`src/rtl/alarm_clock_multi.sv`:
```
// alarm_clock_multi: MM:SS BCD clock with NUM_ALARMS alarm channels, driven
// by ASCII commands from a UART receiver. Digits of a command are collected
// in a shadow register and only committed to the target on the closing CR.
// Optional snooze support ('s' command, SNOOZED state, per-alarm tick
// counters) is compiled in when the macro ALARM_SNOOZE_EN is defined.
module alarm_clock_multi #(
  parameter int NUM_ALARMS = 2,
  parameter int SNOOZE_SEC = 300
) (
  input  logic                      clk,
  input  logic                      rst_n,
  input  logic                      oneSecStrb,
  input  logic                      bu_rx_data_rdy,
  input  logic [7:0]                bu_rx_data,
  output logic [3:0]                di_Mtens,
  output logic [3:0]                di_Mones,
  output logic [3:0]                di_Stens,
  output logic [3:0]                di_Sones,
  output logic [16*NUM_ALARMS-1:0]  di_alarm,
  output logic [2*NUM_ALARMS-1:0]   alarm_state,
  output logic                      alarm_any_trig,
  output logic                      cmd_busy,
  output logic                      cmd_done,
  output logic                      cmd_err
);

  // Elaboration-time parameter range checks
  if (NUM_ALARMS < 1 || NUM_ALARMS > 8) begin : g_bad_num_alarms
    $error("alarm_clock_multi: NUM_ALARMS must be in 1..8");
  end
  if (SNOOZE_SEC < 1 || SNOOZE_SEC > 3599) begin : g_bad_snooze_sec
    $error("alarm_clock_multi: SNOOZE_SEC must be in 1..3599");
  end

  // Command characters
  localparam logic [7:0] CH_CR   = 8'h0D;
  localparam logic [7:0] CH_L    = 8'h6C;  // 'l' load time
  localparam logic [7:0] CH_A    = 8'h61;  // 'a' load alarm
  localparam logic [7:0] CH_AT   = 8'h40;  // '@' toggle alarm
`ifdef ALARM_SNOOZE_EN
  localparam logic [7:0] CH_S    = 8'h73;  // 's' snooze
`endif
  localparam logic [7:0] IDX_MAX = 8'(8'h30 + NUM_ALARMS - 1);

  typedef enum logic [3:0] {
    ST_IDLE, ST_TL0, ST_TL1, ST_TL2, ST_TL3,
    ST_AIDX, ST_AL0, ST_AL1, ST_AL2, ST_AL3,
    ST_GIDX, ST_SEOL, ST_EOL
  } pstate_e;

  typedef enum logic [1:0] {
    CMD_TIME, CMD_ALARM, CMD_TOGGLE
  } cmd_e;

  typedef enum logic [1:0] {
    AL_OFF     = 2'b00,
    AL_ARMED   = 2'b01,
    AL_TRIG    = 2'b10,
    AL_SNOOZED = 2'b11
  } alarm_e;

  // Parser registers
  pstate_e     state_q, state_d;
  cmd_e        cmd_q, cmd_d;
  logic [2:0]  idx_q, idx_d;
  logic [15:0] sh_q, sh_d;      // shadow {Mtens,Mones,Stens,Sones}
  logic        done_q, err_q;
  logic        commit, abort;

  // Timekeeping registers
  logic [15:0] time_q, time_d, time_inc;
  logic        tchg_q, tchg_d;  // time register took a new value last edge
  logic        run;

  // Commit decodes
  logic        time_load, alarm_load, toggle_cmd;
`ifdef ALARM_SNOOZE_EN
  logic        snooze_cmd;
`endif

  // Byte classification
  logic [3:0]  digit;
  logic        is_tens, is_ones, is_idx, is_cr;

  assign digit   = bu_rx_data[3:0];
  assign is_tens = (bu_rx_data >= 8'h30) && (bu_rx_data <= 8'h35);
  assign is_ones = (bu_rx_data >= 8'h30) && (bu_rx_data <= 8'h39);
  assign is_idx  = (bu_rx_data >= 8'h30) && (bu_rx_data <= IDX_MAX);
  assign is_cr   = (bu_rx_data == CH_CR);

  // Parser next state: capture digits into the shadow, decode commit/abort
  always_comb begin
    state_d = state_q;
    cmd_d   = cmd_q;
    idx_d   = idx_q;
    sh_d    = sh_q;
    commit  = 1'b0;
    abort   = 1'b0;
    if (bu_rx_data_rdy) begin
      case (state_q)
        ST_IDLE: begin
          // Anything unrecognised here, CR included, is silently dropped
          if (bu_rx_data == CH_L) begin
            state_d = ST_TL0;
            cmd_d   = CMD_TIME;
          end else if (bu_rx_data == CH_A) begin
            state_d = ST_AIDX;
            cmd_d   = CMD_ALARM;
          end else if (bu_rx_data == CH_AT) begin
            state_d = ST_GIDX;
            cmd_d   = CMD_TOGGLE;
          end
`ifdef ALARM_SNOOZE_EN
          else if (bu_rx_data == CH_S) begin
            state_d = ST_SEOL;
          end
`endif
        end
        ST_TL0: if (is_tens) begin sh_d[15:12] = digit; state_d = ST_TL1; end else abort = 1'b1;
        ST_TL1: if (is_ones) begin sh_d[11:8]  = digit; state_d = ST_TL2; end else abort = 1'b1;
        ST_TL2: if (is_tens) begin sh_d[7:4]   = digit; state_d = ST_TL3; end else abort = 1'b1;
        ST_TL3: if (is_ones) begin sh_d[3:0]   = digit; state_d = ST_EOL; end else abort = 1'b1;
        ST_AIDX: if (is_idx) begin idx_d = digit[2:0]; state_d = ST_AL0; end else abort = 1'b1;
        ST_AL0: if (is_tens) begin sh_d[15:12] = digit; state_d = ST_AL1; end else abort = 1'b1;
        ST_AL1: if (is_ones) begin sh_d[11:8]  = digit; state_d = ST_AL2; end else abort = 1'b1;
        ST_AL2: if (is_tens) begin sh_d[7:4]   = digit; state_d = ST_AL3; end else abort = 1'b1;
        ST_AL3: if (is_ones) begin sh_d[3:0]   = digit; state_d = ST_EOL; end else abort = 1'b1;
        ST_GIDX: if (is_idx) begin idx_d = digit[2:0]; state_d = ST_EOL; end else abort = 1'b1;
        ST_SEOL, ST_EOL: begin
          if (is_cr) begin
            commit  = 1'b1;
            state_d = ST_IDLE;
          end else begin
            abort = 1'b1;
          end
        end
        default: state_d = ST_IDLE;
      endcase
      if (abort) state_d = ST_IDLE;
    end
  end

  // Parser state, shadow and one-cycle status pulses
  always_ff @(posedge clk or negedge rst_n) begin
    if (!rst_n) begin
      state_q <= ST_IDLE;
      cmd_q   <= CMD_TIME;
      idx_q   <= '0;
      sh_q    <= '0;
      done_q  <= 1'b0;
      err_q   <= 1'b0;
    end else begin
      state_q <= state_d;
      cmd_q   <= cmd_d;
      idx_q   <= idx_d;
      sh_q    <= sh_d;
      done_q  <= commit;
      err_q   <= abort;
    end
  end

  assign time_load  = commit && (state_q == ST_EOL) && (cmd_q == CMD_TIME);
  assign alarm_load = commit && (state_q == ST_EOL) && (cmd_q == CMD_ALARM);
  assign toggle_cmd = commit && (state_q == ST_EOL) && (cmd_q == CMD_TOGGLE);
`ifdef ALARM_SNOOZE_EN
  assign snooze_cmd = commit && (state_q == ST_SEOL);
`endif

  // The clock is frozen only while time digits are being typed
  assign run = !(state_q inside {ST_TL0, ST_TL1, ST_TL2, ST_TL3});

  // Time one second on, with BCD carries and 59:59 wrapping to 00:00
  always_comb begin
    time_inc = '0;
    if (time_q[3:0] != 4'd9)
      time_inc = {time_q[15:4], time_q[3:0] + 4'd1};
    else if (time_q[7:4] != 4'd5)
      time_inc = {time_q[15:8], time_q[7:4] + 4'd1, 4'd0};
    else if (time_q[11:8] != 4'd9)
      time_inc = {time_q[15:12], time_q[11:8] + 4'd1, 8'd0};
    else if (time_q[15:12] != 4'd5)
      time_inc = {time_q[15:12] + 4'd1, 12'd0};
  end

  // Time next value: a committed load beats a same-cycle tick
  always_comb begin
    time_d = time_q;
    tchg_d = 1'b0;
    if (time_load) begin
      time_d = sh_q;
      tchg_d = 1'b1;
    end else if (oneSecStrb && run) begin
      time_d = time_inc;
      tchg_d = 1'b1;
    end
  end

  // Time register and fresh-value flag
  always_ff @(posedge clk or negedge rst_n) begin
    if (!rst_n) begin
      time_q <= '0;
      tchg_q <= 1'b0;
    end else begin
      time_q <= time_d;
      tchg_q <= tchg_d;
    end
  end

  assign {di_Mtens, di_Mones, di_Stens, di_Sones} = time_q;
  assign cmd_busy = (state_q != ST_IDLE);
  assign cmd_done = done_q;
  assign cmd_err  = err_q;

  // Alarm channels
  logic [NUM_ALARMS-1:0] trig_vec;

  for (genvar gi = 0; gi < NUM_ALARMS; gi++) begin : g_alarm
    logic [15:0] atime_q, atime_d;
    alarm_e      ast_q, ast_d;
    logic        sel;
`ifdef ALARM_SNOOZE_EN
    localparam int CNT_W = $clog2(SNOOZE_SEC + 1);
    logic [CNT_W-1:0] cnt_q, cnt_d;
`endif

    assign sel = (idx_q == 3'(gi));

    // Alarm time reload and state transitions; commands outrank a match
    always_comb begin
      atime_d = atime_q;
      ast_d   = ast_q;
`ifdef ALARM_SNOOZE_EN
      cnt_d   = cnt_q;
`endif
      if (alarm_load && sel) atime_d = sh_q;
      if (toggle_cmd && sel) begin
        ast_d = (ast_q == AL_OFF) ? AL_ARMED : AL_OFF;
      end
`ifdef ALARM_SNOOZE_EN
      else if (snooze_cmd && (ast_q == AL_TRIG)) begin
        ast_d = AL_SNOOZED;
        cnt_d = '0;
      end else if ((ast_q == AL_SNOOZED) && oneSecStrb) begin
        // Counts even while the clock is frozen by a time load
        if (cnt_q == CNT_W'(SNOOZE_SEC - 1)) ast_d = AL_TRIG;
        else cnt_d = cnt_q + 1'b1;
      end
`endif
      else if (tchg_q && (ast_q == AL_ARMED) && (time_q == atime_q)) begin
        // Only a freshly written time value fires, so arming on a match waits
        ast_d = AL_TRIG;
      end
    end

    // Alarm channel registers
    always_ff @(posedge clk or negedge rst_n) begin
      if (!rst_n) begin
        atime_q <= '0;
        ast_q   <= AL_OFF;
`ifdef ALARM_SNOOZE_EN
        cnt_q   <= '0;
`endif
      end else begin
        atime_q <= atime_d;
        ast_q   <= ast_d;
`ifdef ALARM_SNOOZE_EN
        cnt_q   <= cnt_d;
`endif
      end
    end

    assign di_alarm[16*gi +: 16]  = atime_q;
    assign alarm_state[2*gi +: 2] = ast_q;
    assign trig_vec[gi]           = (ast_q == AL_TRIG);
  end

  assign alarm_any_trig = |trig_vec;

endmodule

```
`config.mk`:
```
export PLATFORM = sky130hd
export DESIGN_NAME = alarm_clock_multi
export DESIGN_NICKNAME = d
export VERILOG_FILES = /design/src/rtl/alarm_clock_multi.sv
export SDC_FILE = /design/constraint.sdc
export NUM_CORES = 1
export LEC_CHECK = 0
export CAP_MARGIN = 15
export CORE_AREA = 2 2 94 96
export CTS_CLUSTER_SIZE = 8
export DETAILED_ROUTE_END_ITERATION = 16
export DIE_AREA = 0 0 96 98
export GPL_TIMING_DRIVEN = 0
export PLACE_DENSITY = 0.79
export SLEW_MARGIN = 10
export SYNTH_ARGS = -nofsm -noshare
export SYNTH_HDL_FRONTEND = slang
export SYNTH_SLANG_ARGS = --single-unit
export TNS_END_PERCENT = 10
```
`constraint.sdc`:
```
create_clock -name clk -period 5 [get_ports clk]
set_clock_uncertainty 0.05 [all_clocks]
set_input_delay 0.75 -clock clk [delete_from_list [all_inputs] [get_ports clk]]
set_output_delay 0.75 -clock clk [all_outputs]
set_load 0.1 [all_outputs]
```
==> flow_summary.ini <==
[timing]
hold_violations = 0
maxSlewViolCount = 0
setup_viol = 0
maxSlewHeadroom = 0.342
max_freq_mhz = 293
finalCritPeriodShare = 0.683
tns_ps = 0
rsz0062_at_grt = no
tightest_slew_ps = 984
layout_min_cycle_time_ps = 3420

[pwr]
power_leakage_nw = 2.55
ir_drop_mv = 0.252
powerDensity_nw_per_um2 = 379
finalPower_mw = 2.09

[global_routing]
grt_pass1_vias = 3510
grt_antenna_before_repair = 0
grt_max_degree = 67
track_usage = 0.253
grt-ovfl-total = 0
grt_pass1_wl_um = 18300

[route]
dr_total_vias = 3823
drtIter0Drc = 205
wl_per_cell_um = 18.7
dr.pass1.iters = 5
drc = 0
wl_um = 11600
avgViaCountPerCell = 6.18
ant_nets = 0

[status]
status = completed

[floorplan]
core-area_um2 = 8470
die_area_um2 = 9410
ios = 68
dieWidth_um = 96
rows = 34
dieHeight_um = 98
start_util = 0.532

[placed_design]
dpl_cell_area_um2 = 5310
gp_congestion = 0.948
io_buffers = 65
hpwl_um = 8600

[clocking]
cts-resized-gates = 0
post_cts_buffers = 0
cts-buffers-inserted = 9
clk_pin_slew_ps = 90
h-tree-depth = 3
cts_sinks = 80
cts.path.max_buffers = 2
cts_tree = yes
clock-root-buffer = clkbuf_8
hold_buffers = 0
clk_latency_ps = 360

[finish]
antenna_cells = 0
nets = 524
final_layout_size_suffix_gt1_frac = 0.159
final_area_um2 = 5520
final_core_util = 0.652
area_growth_pct = 22.6

[worst_setup_path]
crit_family = buffers and inverters
worstSetupPathType = reg -> out
crit_arrival_ps = 2620
cp-end-kind = output port
path_buf_inv = 3
startpoint_type = flip-flop
max_stage_delay_ps = 990
crit_chain = buf_2, nor4_1, inv_1, clkdlybuf4s50_1
cp_max_fo = 10
crit_slowest_cell = clkdlybuf4s50_1
cp_data_required_time_ps = 4200

[yosys]
syn-num-nets = 446
synthArstFlopShare = 1.00
ys_types = 62
synth_top_family_by_area = simple AND/OR/NAND/NOR gates
synth_compound_area_frac = 0.126
yosys.area_share.simple = 0.177
synthAdderAreaFrac = 0.0167
ys.flop_type = dfrtp_1
synth.mux.area_fraction = 0.128
ys_warn_count = 0
synth_area_um2 = 4500
synth-xor-area-share = 0.0700
ys_seq_elements = 80
seq_area_frac_synth = 0.445
synth_cells = 428
avgSynthCellArea_um2 = 10.5
synth_enable_flop_cells = 0

[worst_hold_path]
worstHoldPathType = in -> async

[job]
cap_violations = 0
==> area by class of cell <==
class | count | area, um^2
Buffer | 25 | 115
Clock buffer | 10 | 138
Clock inverter | 6 | 66.3
Fill cell | 666 | 2940
Inverter | 15 | 56.3
Multi-Input combinational cell | 308 | 2330
Sequential cell | 80 | 2000
Tap cell | 108 | 135
Timing Repair Buffer | 67 | 681
==> layout by cell type, fill, tap and decap left out, types with 3 or more instances in the layout <==
cell type        instances
o211ai_1                 3
clkbuf_1                11
clkdlybuf4s50_1         64
xor2_1                  22
and3_1                   5
nand3_1                 10
nor2b_1                  7
nor4_1                  12
ha_1                     6
mux2_1                   4
nor2_1                  22
nand3b_1                 4
o21a_1                   4
dfrtp_1                 80
a211oi_1                 3
a41o_1                   3
buf_4                    4
xnor2_1                 14
and2_1                   7
mux2i_1                  3
o31ai_1                  3
a21oi_1                 29
buf_2                    9
o41ai_1                  3
a22o_1                   3
nor3b_1                  3
or4_1                    4
clkbuf_8                10
o31a_1                   3
o21ai_0                  9
and3b_1                  4
inv_1                   15
nor3_1                  13
or3_1                    6
mux2_2                  43
buf_1                    3
nand2_1                 17
==> through the flow <==
step | setup WS [ps] | instances | hold WS, ps
floorplan | 1620 | 428 | 404
global placement | 374 | 601 | 440
detailed placement | 1390 | 602 | 447
CTS | 1610 | 618 | 186
global route | 1540 | 619 | 195
finish | 1580 | 619 | 185
==> kinds of logic after synthesis <==
logic type / after synthesis
AOI/OAI and AO/OA: 84
xor gates and xnor gates: 36
adders and majority gates: 6
buffers and inverters: 40
DFF: 80
muxes: 51
and+or+nand+nor: 131
==> cells in the mapped netlist (all sizes together), types with 10 or more instances <==
| master | count | share of area |
|---|---|---|
| dfrtp | 80 | 0.44 |
| mux2 | 48 | 0.12 |
| a21oi | 29 | 0.032 |
| nor2 | 22 | 0.018 |
| xor2 | 22 | 0.043 |
| nand2 | 17 | 0.014 |
| inv | 15 | 0.013 |
| buf | 14 | 0.016 |
| xnor2 | 14 | 0.027 |
| nor3 | 13 | 0.014 |
| nor4 | 13 | 0.021 |
| clkbuf | 11 | 0.0092 |
| o21ai | 11 | 0.012 |
| nand3 | 10 | 0.011 |
==> flip-flops by register name (all words and copies together), names as in the netlist <==
register and count:
time_q 16, state_q 4, g_alarm.ast_q 4, cmd_err 1
idx_q 3, tchg_q 1, cmd_q 2, cmd_done 1
g_alarm.atime_q 32, sh_q 16
==> routing by layer <==
layer | vias up | wire (um) | GRT usage
li1 | 1728 | - | -
met1 | 1908 | 5040 | 0.361
met2 | 162 | 5600 | 0.402
met3 | 25 | 652 | 0.0340
met4 | 0 | 261 | 0.0725
met5 | - | 0 | 0
==> where the power goes <==
| group | leakage [nW] | switching (mW) | internal (mW) |
|---|---|---|---|
| sequential | 1.08 | 0.0536 | 0.703 |
| clock | 0.107 | 0.247 | 0.246 |
| combinational | 1.36 | 0.576 | 0.267 |
==> final timing paths <==
kind | startpoint | endpoint | slack [ps] | depth (start not counted)
setup / recovery | state_q[0] | cmd_busy | 1580 | 4
hold / removal | rst_n | g_alarm[0].ast_q[0] | 190 | 1
setup reg to reg | state_q[1] | g_alarm[0].atime_q[10] | 2430 | 5
hold reg to reg | idx_q[1] | idx_q[1] | 470 | 1
max in group asynchronous | rst_n | state_q[3] | 4120 | 2
min in group clk | idx_q[1] | idx_q[1] | 470 | 1
No activity file was read; power rests on OpenSTA's default activity.
